File: config.mk
export PLATFORM = sky130hd
export DESIGN_NAME = bw_seq_mult
export DESIGN_NICKNAME = d
export VERILOG_FILES = /design/src/rtl/bw_mult_pkg.sv /design/src/rtl/fa.sv /design/src/rtl/ha.sv /design/src/rtl/ripple_adder.sv /design/src/rtl/bw_seq_mult.sv
export SDC_FILE = /design/constraint.sdc
export NUM_CORES = 1
export LEC_CHECK = 0
export CAP_MARGIN = 20
export CORE_MARGIN = 1.5
export CORE_UTILIZATION = 54
export DETAILED_ROUTE_END_ITERATION = 10
export PLACE_DENSITY_LB_ADDON = 0.25
export REMOVE_ABC_BUFFERS = 1
export SYNTH_ARGS = -nofsm -noshare
export SYNTH_HDL_FRONTEND = slang
export SYNTH_SLANG_ARGS = --single-unit
File: constraint.sdc
create_clock -name clk -period 16.7 [get_ports clk]
set_clock_uncertainty 0.05 [all_clocks]
set_input_delay 3.34 -clock clk [delete_from_list [all_inputs] [get_ports clk]]
set_output_delay 3.34 -clock clk [all_outputs]
set_load 0.01 [all_outputs]
File: src/rtl/bw_mult_pkg.sv
// Shared types and Baugh-Wooley helpers for the iterative signed multiplier.
// Helpers work at the maximum operand width; callers truncate to their own width.
package bw_mult_pkg;

  typedef enum logic {
    IDLE = 1'b0,
    RUN  = 1'b1
  } state_t;

  localparam int MAX_N = 32;

  // 2^n + 2^(2n-1): restores the sign terms dropped by the inverted edge bits.
  function automatic logic [2*MAX_N-1:0] bw_corr(input int n);
    logic [2*MAX_N-1:0] c;
    int                 k;
    c = '0;
    k = 2 * n - 1;
    c[n[5:0]] = 1'b1;
    c[k[5:0]] = 1'b1;
    return c;
  endfunction

  function automatic logic [MAX_N-1:0] bw_row(input logic [MAX_N-1:0] a,
                                              input logic [MAX_N-1:0] b,
                                              input int               i,
                                              input int               n);
    logic [MAX_N-1:0] r;
    r = '0;
    for (int j = 0; j < MAX_N; j++) begin
      if (j < n) begin
        r[j[4:0]] = a[j[4:0]] & b[i[4:0]];
        if ((i == n - 1) != (j == n - 1)) r[j[4:0]] = ~r[j[4:0]];
      end
    end
    return r;
  endfunction

endpackage

File: src/rtl/fa.sv
// Full-adder cell.
module fa (
  input  logic a,
  input  logic b,
  input  logic ci,
  output logic s,
  output logic co
);
  assign s  = a ^ b ^ ci;
  assign co = (a & b) | (ci & (a ^ b));
endmodule

File: src/rtl/ha.sv
// Half-adder cell.
module ha (
  input  logic a,
  input  logic b,
  output logic s,
  output logic c
);
  assign s = a ^ b;
  assign c = a & b;
endmodule

File: src/rtl/ripple_adder.sv
// W-bit ripple-carry adder built from ha/fa cells; the result wraps modulo 2^W.
module ripple_adder #(
  parameter int W = 16
) (
  input  logic [W-1:0] a,
  input  logic [W-1:0] b,
  output logic [W-1:0] sum
);
  logic [W-2:0] c;

  ha u_ha0 (.a(a[0]), .b(b[0]), .s(sum[0]), .c(c[0]));

  for (genvar k = 1; k < W; k++) begin : g_bit
    if (k < W - 1) begin : g_mid
      fa u_fa (.a(a[k]), .b(b[k]), .ci(c[k-1]), .s(sum[k]), .co(c[k]));
    end else begin : g_top
      fa u_fa (.a(a[k]), .b(b[k]), .ci(c[k-1]), .s(sum[k]), .co());
    end
  end
endmodule

File: src/rtl/bw_seq_mult.sv
// Iterative signed N x N Baugh-Wooley multiplier: one partial-product row per clock.
// state | meaning
// IDLE  | waiting for start; product holds the last result
// RUN   | accumulating row cnt into acc; completes on row N-1
module bw_seq_mult
  import bw_mult_pkg::*;
#(
  parameter int N = 8
) (
  input  logic                  clk,
  input  logic                  rst_n,
  input  logic                  start,
  input  logic signed [N-1:0]   a,
  input  logic signed [N-1:0]   b,
  output logic                  busy,
  output logic                  done,
  output logic signed [2*N-1:0] product
);
  localparam int W  = 2 * N;
  localparam int CW = $clog2(N) + 1;
  typedef logic [W-1:0] word_t;
  localparam word_t CORR = word_t'(bw_corr(N));

  state_t         state, state_nxt;
  logic [W-1:0]   acc, acc_nxt, addend, sum, product_nxt;
  logic [CW-1:0]  cnt, cnt_nxt;
  logic [N-1:0]   a_r, b_r, a_nxt, b_nxt;
  logic           done_nxt;

  assign addend = word_t'(bw_row(MAX_N'(a_r), MAX_N'(b_r), int'(cnt), N)) << cnt;

  ripple_adder #(.W(W)) u_add (.a(acc), .b(addend), .sum(sum));

  always_comb begin
    state_nxt   = state;
    acc_nxt     = acc;
    cnt_nxt     = cnt;
    a_nxt       = a_r;
    b_nxt       = b_r;
    product_nxt = product;
    done_nxt    = 1'b0;
    case (state)
      IDLE: begin
        if (start) begin
          state_nxt = RUN;
          a_nxt     = a;
          b_nxt     = b;
          cnt_nxt   = '0;
          acc_nxt   = CORR;
        end
      end
      RUN: begin
        acc_nxt = sum;
        cnt_nxt = cnt + CW'(1);
        if (cnt == CW'(N - 1)) begin
          state_nxt   = IDLE;
          cnt_nxt     = '0;
          product_nxt = sum;
          done_nxt    = 1'b1;
        end
      end
      default: state_nxt = IDLE;
    endcase
  end

  always_ff @(posedge clk or negedge rst_n) begin
    if (!rst_n) begin
      state   <= IDLE;
      acc     <= '0;
      cnt     <= '0;
      a_r     <= '0;
      b_r     <= '0;
      product <= '0;
      done    <= 1'b0;
    end else begin
      state   <= state_nxt;
      acc     <= acc_nxt;
      cnt     <= cnt_nxt;
      a_r     <= a_nxt;
      b_r     <= b_nxt;
      product <= product_nxt;
      done    <= done_nxt;
    end
  end

  assign busy = (state == RUN);

endmodule

## After elaboration in Yosys (flattened, before gate mapping)

Cells that the tools add are included.

- Reductions and logical operators: 2
- Bitwise operators: 91
- Equality and inequality tests: 3
- Multiplexer cells: 20
- Add/sub/neg operators: 1
- Magnitude comparators: 1
- Shift operators: 1

Operators with widths:

| kind | count |
|---|---|
| $and A1 B1 Y1 | 37 |
| $pmux W16 S2 | 1 |
| $xor A1 B1 Y1 | 31 |
| $mux W16 | 1 |
| $shl A8 B4 Y16 | 1 |
| $or A1 B1 Y1 | 14 |
| $mux W1 | 13 |
| $not A1 Y1 | 9 |
| $mux W4 | 2 |
| $pmux W4 S2 | 1 |
| $lt A4 B6 Y1 const B | 1 |
| $add A4 B1 Y4 const B | 1 |
| $bmux W1 S4 | 1 |
| $eq A4 B3 Y1 const B | 1 |
| $eq A4 B4 Y1 const B | 1 |
| $reduce_and A2 Y1 | 2 |
| $ne A2 B2 Y1 const B | 1 |
| $pmux W1 S2 | 1 |

- Register bits: 54
- Input port bits: 19
- Output and inout port bits: 18

## Logic depth before layout (Yosys ltp)

Gate-level depths: netlist of run 1.

- Depth after elaboration: 37
- Depth in mapped cells: 28
- Depth with buffers taken out: 27

## Cells and area by module

Synthesis of run 1 repeated with hierarchy kept, for this count alone.

- Cells, all modules: 281
- Area, all modules: 3169.3 µm²

By module, submodules not included:

| module | area an instance (µm²) | times used | sequential area each (µm²) | cells an instance |
|---|---|---|---|---|
| bw_seq_mult | 2856.5 | 1 | 1351.3 | 265 |
| fa | 20.0 | 15 | 0.0 | 1 |
| ha | 12.5 | 1 | 0.0 | 1 |

## Worst setup path after synthesis of run 1

No wires, ideal clock.

- Kind: reg2reg
- From: register cnt[1]
- To: register acc[15]
- Data required time: 16.529 ns
- Buffers on the path: 1
- Period minus slack after synthesis: 7.311 ns
- Path slack: 9.389 ns
- Arrival: 7.140 ns
- Stages on the path, launching flop included: 29
- Cell sequence: dfrtp_1 -> clkbuf_1 -> nor2_1 -> a221oi_4 -> nand3_1 -> nor4_1 -> ha_1 -> inv_1 -> fa_1 -> fa_1 -> fa_1 -> fa_1 -> fa_1 -> fa_1 -> fa_1 -> fa_1 -> inv_1 -> fa_1 -> fa_1 -> inv_1 -> fa_1 -> inv_1 -> fa_1 -> fa_1 -> inv_1 -> fa_1 -> xor2_1 -> xnor2_1 -> o22a_1

- Longest elaborated chain between the ends: 37
- Elaborated cells between the ends (all ways): 88
- Classes of those cells: eq/ne: 1; shift: 1; mux: 11; bitwise: 75

Ends and longest elaborated chain:

| item | RTL line | text |
|---|---|---|
| from (decl) | bw_seq_mult.sv:26 | `logic [CW-1:0] cnt, cnt_nxt;` |
| from (signal assigned) | bw_seq_mult.sv:78 | `cnt <= cnt_nxt;` |
| $bmux W1 S4 | bw_mult_pkg.sv:31 | `r[j[4:0]] = a[j[4:0]] & b[i[4:0]];` |
| $mux W1 (not written as such) | bw_mult_pkg.sv:31 |  |
| $and A1 B1 Y1 | bw_mult_pkg.sv:31 |  |
| $not A1 Y1 | bw_mult_pkg.sv:32 | `if ((i == n - 1) != (j == n - 1)) r[j[4:0]] = ~r[j[4:0]];` |
| $mux W1 | bw_mult_pkg.sv:32 |  |
| $shl A8 B4 Y16 * | bw_seq_mult.sv:30 | `assign addend = word_t'(bw_row(MAX_N'(a_r), MAX_N'(b_r), int'(cnt), N)) << cnt;` |
| $and A1 B1 Y1 / $xor A1 B1 Y1 (equally long branches) | ha.sv:9, fa.sv:10 |  |
| $and A1 B1 Y1 | fa.sv:10 | `assign co = (a & b) \| (ci & (a ^ b));` |
| [... 21 more ...] | -- |  |
| $and A1 B1 Y1 | fa.sv:10 |  |
| $or A1 B1 Y1 | fa.sv:10 |  |
| $and A1 B1 Y1 | fa.sv:10 |  |
| $or A1 B1 Y1 | fa.sv:10 |  |
| $and A1 B1 Y1 | fa.sv:10 |  |
| $or A1 B1 Y1 | fa.sv:10 |  |
| $xor A1 B1 Y1 * | fa.sv:9 | `assign s = a ^ b ^ ci;` |
| $pmux W16 S2 * | bw_seq_mult.sv:42 | `case (state)` |
| to (signal assigned) | bw_seq_mult.sv:77 | `acc <= acc_nxt;` |
| to (decl) | bw_seq_mult.sv:25 | `logic [W-1:0] acc, acc_nxt, addend, sum, product_nxt;` |

Every way passes the cells marked *; elsewhere a longest branch is shown, timed or not. The select of a mux whose other input is x is not followed.
A chain may end at the register's enable or synchronous reset.

## Worst setup path in the final report of run 1

- From: register cnt[0]
- To: register acc[15]

Same word-level chain as after synthesis.

==> metrics.txt, run 1 <==
# TYPE chip_impl_metric gauge
chip_impl_metric{name="syn-cell-area",unit="sq um"} 3120
chip_impl_metric{name="post_cts.resized_instances",unit=""} 0
chip_impl_metric{name="n_antenna_cell",unit=""} 0
chip_impl_metric{name="dr.first_iter.drc_count",unit=""} 157
chip_impl_info{name="run_status",value="complete, no violations"} 1
chip_impl_metric{name="wl_per_cell",unit="um"} 16.5
chip_impl_info{name="timing.critical_path.max_delay_family",value="adder cells"} 1
chip_impl_metric{name="drt-met1-wl",unit="mm"} 3.08
chip_impl_info{name="tritoncts",value="done"} 1
chip_impl_metric{name="combinational_group_share_of_total_power",unit="%"} 60.1
chip_impl_metric{name="cp.required",unit="ns"} 16.86
chip_impl_metric{name="design.final.nets",unit=""} 356
chip_impl_metric{name="switching_share",unit="%"} 44.4
chip_impl_metric{name="die_x",unit="um"} 79
chip_impl_metric{name="regArea",unit="sq um"} 1350
chip_impl_metric{name="slew-limit-headroom",unit="%"} 43.7
chip_impl_metric{name="global_route.overflow_total",unit=""} 0
chip_impl_metric{name="yosysWarnings",unit=""} 0
chip_impl_info{name="hold_path_class",value="flop to flop"} 1
chip_impl_info{name="synth_top_cell_by_area",value="sky130_fd_sc_hd__dfrtp_1"} 1
chip_impl_metric{name="initial_standard_cell_utilization_of_the_core",unit="%"} 56.3
chip_impl_info{name="root_buffer",value="sky130_fd_sc_hd__clkbuf_8"} 1
chip_impl_metric{name="arrival",unit="ns"} 8.45
chip_impl_metric{name="grt_use_total",unit="%"} 23.9
chip_impl_metric{name="cts_made_buffers",unit=""} 5
chip_impl_metric{name="pwr-share-clk",unit="%"} 8.6
chip_impl_metric{name="report.final.setup_viol",unit=""} 0
chip_impl_metric{name="syn_inst",unit=""} 295
chip_impl_info{name="setup.worst_path.end_class",value="flop"} 1
chip_impl_metric{name="design_power_total",unit="mW"} 0.850
chip_impl_metric{name="p_per_area",unit="nW/um^2"} 236
chip_impl_metric{name="via_count",unit=""} 2279
chip_impl_metric{name="portBuffers",unit=""} 36
chip_impl_metric{name="post_synth_num_cell_types",unit=""} 47
chip_impl_metric{name="dpl-instance-area",unit="sq um"} 3490
chip_impl_metric{name="finalHoldViolations",unit=""} 0
chip_impl_metric{name="number_of_fill_cells",unit=""} 475
chip_impl_metric{name="worst_hold_path_cells",unit=""} 2
chip_impl_metric{name="power_leakage",unit="nW"} 1.48
chip_impl_metric{name="final-instance-count-excl-fill",unit=""} 394
chip_impl_metric{name="first_global_vias",unit=""} 2246
chip_impl_metric{name="wl_met2",unit="mm"} 3.07
chip_impl_metric{name="cts_num_sinks",unit=""} 54
chip_impl_metric{name="grt_pass1_wl",unit="mm"} 11.4
chip_impl_metric{name="worst-path-stages",unit=""} 27
chip_impl_metric{name="cpPeakStageDelay",unit="ns"} 0.91
chip_impl_metric{name="timing.max_cap.violations",unit=""} 0
chip_impl_metric{name="timing_worst_slew_pin_value",unit="ns"} 0.844
chip_impl_metric{name="insertion_delay",unit="ns"} 0.31
chip_impl_info{name="rsz0062_at_grt",value="no"} 1
chip_impl_metric{name="vdd.ir_drop.worst",unit="mV"} 0.112
chip_impl_metric{name="path_max_fanout",unit=""} 22
chip_impl_metric{name="achievable-frequency",unit="MHz"} 121
chip_impl_metric{name="dieArea",unit="sq um"} 6240
chip_impl_metric{name="layout_min_cycle_time",unit="ns"} 8.29
chip_impl_metric{name="switchingPower",unit="mW"} 0.378
chip_impl_info{name="top_library_cells_by_usage_in_the_layout_fill_and_taps_aside",value="54 x sky130_fd_sc_hd__dfrtp_1, 35 x sky130_fd_sc_hd__clkdlybuf4s50_1, 30 x sky130_fd_sc_hd__nand2_1"} 1
chip_impl_info{name="worst_setup_path_start_kind",value="flop"} 1
chip_impl_metric{name="clk_pin_slew_worst_paths",unit="ns"} 0.10
chip_impl_info{name="critical_path_class",value="flop to flop"} 1
chip_impl_metric{name="clk_path_buf_depth",unit=""} 2
chip_impl_metric{name="coreArea",unit="sq um"} 5540
chip_impl_metric{name="cts.htree.levels",unit=""} 2
chip_impl_metric{name="syn2layout_area_growth",unit="%"} 15.2
chip_impl_metric{name="core.rowCount",unit=""} 27
chip_impl_metric{name="post_cts_hold_buffer_count",unit=""} 0
chip_impl_metric{name="setup-tns-final",unit="ns"} 0
chip_impl_metric{name="place.gp.congestion",unit=""} 0.934
chip_impl_metric{name="async_reset_ff_share",unit="%"} 100
chip_impl_metric{name="multi_input_area",unit="sq um"} 1600
chip_impl_info{name="cell_type_of_the_slowest_stage_on_the_worst_timing_path",value="sky130_fd_sc_hd__dfrtp_1"} 1
chip_impl_metric{name="vias_per_cell",unit=""} 5.78
chip_impl_metric{name="seq_total_area_yosys",unit="%"} 43.3
chip_impl_metric{name="synth_seq_cells",unit=""} 54
chip_impl_metric{name="post-route-drc-count",unit=""} 0
chip_impl_info{name="layout.cells.most_common",value="sky130_fd_sc_hd__dfrtp_1"} 1
chip_impl_metric{name="post-dp-hpwl",unit="mm"} 4.69
chip_impl_metric{name="post-synth-top-area-fraction",unit="%"} 43.3
chip_impl_metric{name="drive_gt1_share",unit="%"} 14.0
chip_impl_metric{name="grt_start_max_net_pins",unit=""} 55
chip_impl_metric{name="drt-total-wl",unit="mm"} 6.50
chip_impl_metric{name="final_cycle_utilization_of_the_critical_path",unit="%"} 49.7
chip_impl_metric{name="die_h",unit="um"} 79
chip_impl_metric{name="detailedRoute.firstPassIterationCount",unit=""} 4
chip_impl_metric{name="syn-mean-instance-area",unit="sq um"} 10.6
chip_impl_metric{name="placed_cells",unit=""} 385
chip_impl_metric{name="critical_path_buf_inv_count",unit=""} 5
chip_impl_metric{name="post-route-cell-area",unit="sq um"} 3590
chip_impl_info{name="top_layer",value="met4"} 1
chip_impl_metric{name="cts_setup_buffers",unit=""} 0
chip_impl_info{name="post_synth_main_area_contributors",value="sky130_fd_sc_hd__dfrtp_1 43%, sky130_fd_sc_hd__mux2_2 9.4%, sky130_fd_sc_hd__fa_1 9.0%"} 1
chip_impl_metric{name="report.final.slew_viol_count",unit=""} 0
chip_impl_info{name="path_common_cell",value="sky130_fd_sc_hd__fa_1"} 1
chip_impl_metric{name="intPower",unit="mW"} 0.472
chip_impl_metric{name="wl_met3",unit="um"} 240
chip_impl_metric{name="final_antenna_net_count",unit=""} 0
chip_impl_metric{name="power_frac_seq",unit="%"} 31.3
chip_impl_metric{name="synth_enable_flop_cells",unit=""} 0
chip_impl_metric{name="grt_antenna_before_repair",unit=""} 0
chip_impl_metric{name="worst_r2r_path_depth",unit=""} 27
chip_impl_metric{name="num_io_pins",unit=""} 37
chip_impl_info{name="dominantRegCellSynth",value="sky130_fd_sc_hd__dfrtp_1"} 1
==> cell usage after synthesis (5+ instances only) <==
| cell type | instances |
|---|---|
| sky130_fd_sc_hd__clkbuf_1 | 18 |
| sky130_fd_sc_hd__nor2_1 | 12 |
| sky130_fd_sc_hd__dfrtp_1 | 54 |
| sky130_fd_sc_hd__o21ai_0 | 21 |
| sky130_fd_sc_hd__a22o_1 | 5 |
| sky130_fd_sc_hd__nand3_1 | 9 |
| sky130_fd_sc_hd__mux2i_1 | 8 |
| sky130_fd_sc_hd__a21oi_1 | 6 |
| sky130_fd_sc_hd__fa_1 | 14 |
| sky130_fd_sc_hd__o22ai_1 | 10 |
| sky130_fd_sc_hd__inv_1 | 19 |
| sky130_fd_sc_hd__mux2_2 | 26 |
| sky130_fd_sc_hd__nand2_1 | 30 |
| sky130_fd_sc_hd__a31oi_1 | 5 |
| sky130_fd_sc_hd__nor3_1 | 5 |
==> layer usage <==
| layer | vias to the layer above | GRT usage [%] |
|---|---|---|
| met1 | 1125 | 34.8 |
| met2 | 52 | 36.9 |
| met4 | 0 | 7.89 |
| li1 | 1092 | - |
| met5 | - | 0 |
| met3 | 10 | 3.45 |
==> power groups by stage <==
| stage | Clock, mW | Combinational [mW] | Sequential [mW] |
|---|---|---|---|
| after detailed placement | 0 | 0.511 | 0.267 |
| after global placement | 0 | 0.503 | 0.266 |
| after CTS | 0.0772 | 0.512 | 0.265 |
| after global routing | 0.0802 | 0.577 | 0.276 |
| after floorplan | 0 | 0.360 | 0.259 |
| final | 0.0731 | 0.511 | 0.266 |
==> cells by family after synthesis <==
family	Yosys count	share of synthesized area [%]
buffers and inverters	40	5.29
XOR/XNOR	5	1.40
AO/OA/AOI/OAI	64	14.1
flip-flops	54	43.3
adder cells (fa/ha/maj)	16	9.79
multiplexers	36	13.4
AND/OR/NAND/NOR	80	12.7
==> final timing paths <==
path | startpoint | end | slack, ns
min | product[11] | product[11] | 0.44
max in group asynchronous | rst_n | a_r[6] | 13.07
max | cnt[0] | acc[15] | 8.41
min reg2reg | product[11] | product[11] | 0.44
min in group asynchronous | rst_n | product[4] | 3.09
max reg2reg | cnt[0] | acc[15] | 8.41
==> tightest hold or removal path, cell delays in order (launching register included) <==
cell                      delay (ns)
sky130_fd_sc_hd__dfrtp_1        0.35
sky130_fd_sc_hd__nand2_1        0.04
sky130_fd_sc_hd__o21ai_0        0.06
==> sequential cells by signal, summed over array words and instances (netlist names) <==
name,cells
acc,16
product,16
a_r,8
b_r,8
cnt,4
busy,1
done,1
==> per-stage QoR <==
| step | setup WS, ns | utilization (%) | hold slack, ns |
|---|---|---|---|
| global route | 7.79 | 64.9 | 0.456 |
| floorplan | 9.06 | - | 0.417 |
| detailed placement | 8.43 | 63.0 | 0.419 |
| CTS | 8.39 | 64.6 | 0.443 |
| finish | 8.41 | 64.9 | 0.436 |
| global placement | 8.61 | 63.0 | 0.410 |
==> final cells by class <==
type	count	area share, %
clock inverter	3	0.592
inverter	20	2.09
multi-input combinational	201	44.6
sequential	54	37.6
timing repair buffer	39	10.7
tap	72	2.51
clock buffer	5	1.91
No activity file was read; power rests on OpenSTA's default activity.
==> inputs of run 2 (changes only) <==
CORE_UTILIZATION = 51   (was 54)
clock period = 7.2 ns   (was 16.7 ns; I/O delays follow)
==> metrics.txt, run 2 (same netlist as run 1, synthesis figures left out) <==
# TYPE chip_impl_metric gauge
chip_impl_info{name="run_status",value="complete, no violations"} 1
chip_impl_metric{name="grt_antenna_before_repair",unit=""} 0
chip_impl_metric{name="clk_pin_slew_worst_paths",unit="ns"} 0.10
chip_impl_metric{name="dieArea",unit="sq um"} 6590
chip_impl_metric{name="timing_worst_slew_pin_value",unit="ns"} 0.990
chip_impl_metric{name="grt_pass1_wl",unit="mm"} 12.4
chip_impl_metric{name="dr.first_iter.drc_count",unit=""} 144
chip_impl_metric{name="number_of_fill_cells",unit=""} 476
chip_impl_metric{name="insertion_delay",unit="ns"} 0.31
chip_impl_metric{name="final-instance-count-excl-fill",unit=""} 422
chip_impl_info{name="worst_setup_path_start_kind",value="flop"} 1
chip_impl_metric{name="combinational_group_share_of_total_power",unit="%"} 65.6
chip_impl_info{name="setup.worst_path.end_class",value="flop"} 1
chip_impl_metric{name="core.rowCount",unit=""} 28
chip_impl_metric{name="num_io_pins",unit=""} 37
chip_impl_metric{name="worst_hold_slack",unit="ns"} 0.433
chip_impl_metric{name="n_antenna_cell",unit=""} 0
chip_impl_metric{name="slew-limit-headroom",unit="%"} 33.8
chip_impl_metric{name="post-dp-hpwl",unit="mm"} 5.36
chip_impl_metric{name="final_cycle_utilization_of_the_critical_path",unit="%"} 95.3
chip_impl_metric{name="syn2layout_area_growth",unit="%"} 23.7
chip_impl_metric{name="global_route.overflow_total",unit=""} 0
chip_impl_metric{name="worst_r2r_path_depth",unit=""} 27
chip_impl_metric{name="via_count",unit=""} 2392
chip_impl_info{name="reg.largest.list",value="acc x16, product x16"} 1
chip_impl_metric{name="cpPeakStageDelay",unit="ns"} 0.49
chip_impl_metric{name="grt_start_max_net_pins",unit=""} 55
chip_impl_metric{name="worst_hold_path_cells",unit=""} 2
chip_impl_metric{name="die_x",unit="um"} 81.2
chip_impl_metric{name="drt-total-wl",unit="mm"} 7.28
chip_impl_metric{name="grt_use_total",unit="%"} 25.2
chip_impl_metric{name="switching_share",unit="%"} 43.0
chip_impl_metric{name="finalHoldViolations",unit=""} 0
chip_impl_metric{name="report.final.slew_viol_count",unit=""} 0
chip_impl_metric{name="design.final.nets",unit=""} 381
chip_impl_metric{name="switchingPower",unit="mW"} 0.942
chip_impl_info{name="layout.cells.most_common",value="sky130_fd_sc_hd__dfrtp_1"} 1
chip_impl_metric{name="report.final.setup_viol",unit=""} 0
chip_impl_info{name="path_common_cell",value="sky130_fd_sc_hd__fa_2"} 1
chip_impl_metric{name="post_cts_hold_buffer_count",unit=""} 0
chip_impl_metric{name="clk_path_buf_depth",unit=""} 2
chip_impl_metric{name="power_leakage",unit="nW"} 1.61
chip_impl_metric{name="first_global_vias",unit=""} 2418
chip_impl_metric{name="arrival",unit="ns"} 7.01
chip_impl_info{name="cell_type_of_the_slowest_stage_on_the_worst_timing_path",value="sky130_fd_sc_hd__dfrtp_2"} 1
chip_impl_metric{name="drive_gt1_share",unit="%"} 25.9
chip_impl_metric{name="intPower",unit="mW"} 1.25
chip_impl_info{name="rsz0062_at_grt",value="no"} 1
chip_impl_info{name="hold_path_class",value="flop to flop"} 1
chip_impl_metric{name="path_max_fanout",unit=""} 5
chip_impl_metric{name="die_h",unit="um"} 81.2
chip_impl_metric{name="timing.max_cap.violations",unit=""} 0
chip_impl_info{name="critical_path_class",value="flop to flop"} 1
chip_impl_metric{name="detailedRoute.firstPassIterationCount",unit=""} 4
chip_impl_info{name="tritoncts",value="done"} 1
chip_impl_metric{name="portBuffers",unit=""} 36
chip_impl_metric{name="achievable-frequency",unit="MHz"} 146
chip_impl_metric{name="coreArea",unit="sq um"} 5920
chip_impl_metric{name="layout_min_cycle_time",unit="ns"} 6.86
chip_impl_metric{name="initial_standard_cell_utilization_of_the_core",unit="%"} 52.7
chip_impl_metric{name="place.gp.congestion",unit=""} 0.926
chip_impl_metric{name="cts_made_buffers",unit=""} 5
chip_impl_metric{name="post-route-drc-count",unit=""} 0
chip_impl_metric{name="wl_per_cell",unit="um"} 17.3
chip_impl_metric{name="cp.required",unit="ns"} 7.35
chip_impl_metric{name="cts_num_sinks",unit=""} 54
chip_impl_info{name="top_library_cells_by_usage_in_the_layout_fill_and_taps_aside",value="53 x sky130_fd_sc_hd__dfrtp_1, 35 x sky130_fd_sc_hd__clkdlybuf4s50_1, 30 x sky130_fd_sc_hd__nand2_1"} 1
chip_impl_metric{name="vdd.ir_drop.worst",unit="mV"} 0.270
chip_impl_info{name="root_buffer",value="sky130_fd_sc_hd__clkbuf_8"} 1
chip_impl_metric{name="final_antenna_net_count",unit=""} 0
chip_impl_metric{name="pwr-share-clk",unit="%"} 8.1
chip_impl_metric{name="power_frac_seq",unit="%"} 26.3
chip_impl_metric{name="placed_cells",unit=""} 413
chip_impl_metric{name="vias_per_cell",unit=""} 5.67
chip_impl_metric{name="cts.htree.levels",unit=""} 2
chip_impl_metric{name="p_per_area",unit="nW/um^2"} 568
-- run 2: cell types whose count changed in the layout (fill, tap and decap cells not counted), sizes merged --
cell and change:
buf +25, clkinvlp -1, clkinv -1, clkbuf +2
-- run 2: final cells by class --
| cell class | count | area, sq um | share of cell area (%) |
|---|---|---|---|
| multi-input cells | 201 | 1680 | 43.5 |
| flip-flops and latches | 54 | 1350 | 35.1 |
| repair buffers | 64 | 566 | 14.7 |
| well taps | 75 | 93.8 | 2.43 |
| clock buffers | 7 | 86.3 | 2.24 |
| inverters | 20 | 75.1 | 1.95 |
| clock inverters | 1 | 5.00 | 0.130 |
-- run 2: repair_timing --
action,CTS,global route
pin swaps,4,6
hold endpoints to repair,0,0
resized for setup,10,12
endpoints found under the setup margin,4,4
buffers inserted,0,1
-- run 2: power groups by stage --
stage | clock (mW) | sequential (mW) | combinational (mW)
floorplan | 0 | 0.600 | 0.835
global placement | 0 | 0.570 | 1.35
detailed placement | 0 | 0.575 | 1.38
CTS | 0.182 | 0.572 | 1.40
global route | 0.193 | 0.600 | 1.60
finish | 0.177 | 0.576 | 1.44
-- run 2: path summary, 6_finish.rpt --
check / end / slack [ns] / startpoint
min in group asynchronous: a_r[2] / 1.18 / rst_n
max in group asynchronous: cnt[0] / 5.40 / rst_n
min: product[6] / 0.43 / product[6]
min reg2reg: product[6] / 0.43 / product[6]
max reg2reg: acc[15] / 0.34 / cnt[0]
max: acc[15] / 0.34 / cnt[0]
-- run 2: per-layer routing --
metal,wire length (um),track usage (%)
met1,3290,36.1
met3,327,3.71
met4,77,6.38
met2,3590,40.3
met5,0,0
-- run 2: through the flow --
stage / total power [mW] / util, % / setup TNS [ns] / worst slack (ns) / instance area [sq um]
2_1_floorplan: 1.44 / - / -1.20 / -0.436 / 3030
3_3_place_gp: 1.92 / 62.2 / -0.230 / -0.132 / 3680
3_5_place_dp: 1.95 / 62.2 / -0.664 / -0.275 / 3680
4_1_cts: 2.16 / 64.3 / 0 / 0.00523 / 3810
5_1_grt: 2.40 / 65.2 / 0 / 0.0178 / 3860
6_report: 2.19 / 65.2 / 0 / 0.340 / 3860
-- run 2: worst max-delay path, delay by kind of cell, from the launching register on --
family          cells  cell delay [ns]
buf+inv             5             0.29
xor+xnor            2             0.29
compound gates      2             0.49
mux                 1             0.22
fa+ha+maj          15             4.58
flops               1             0.49
simple gates        2             0.31
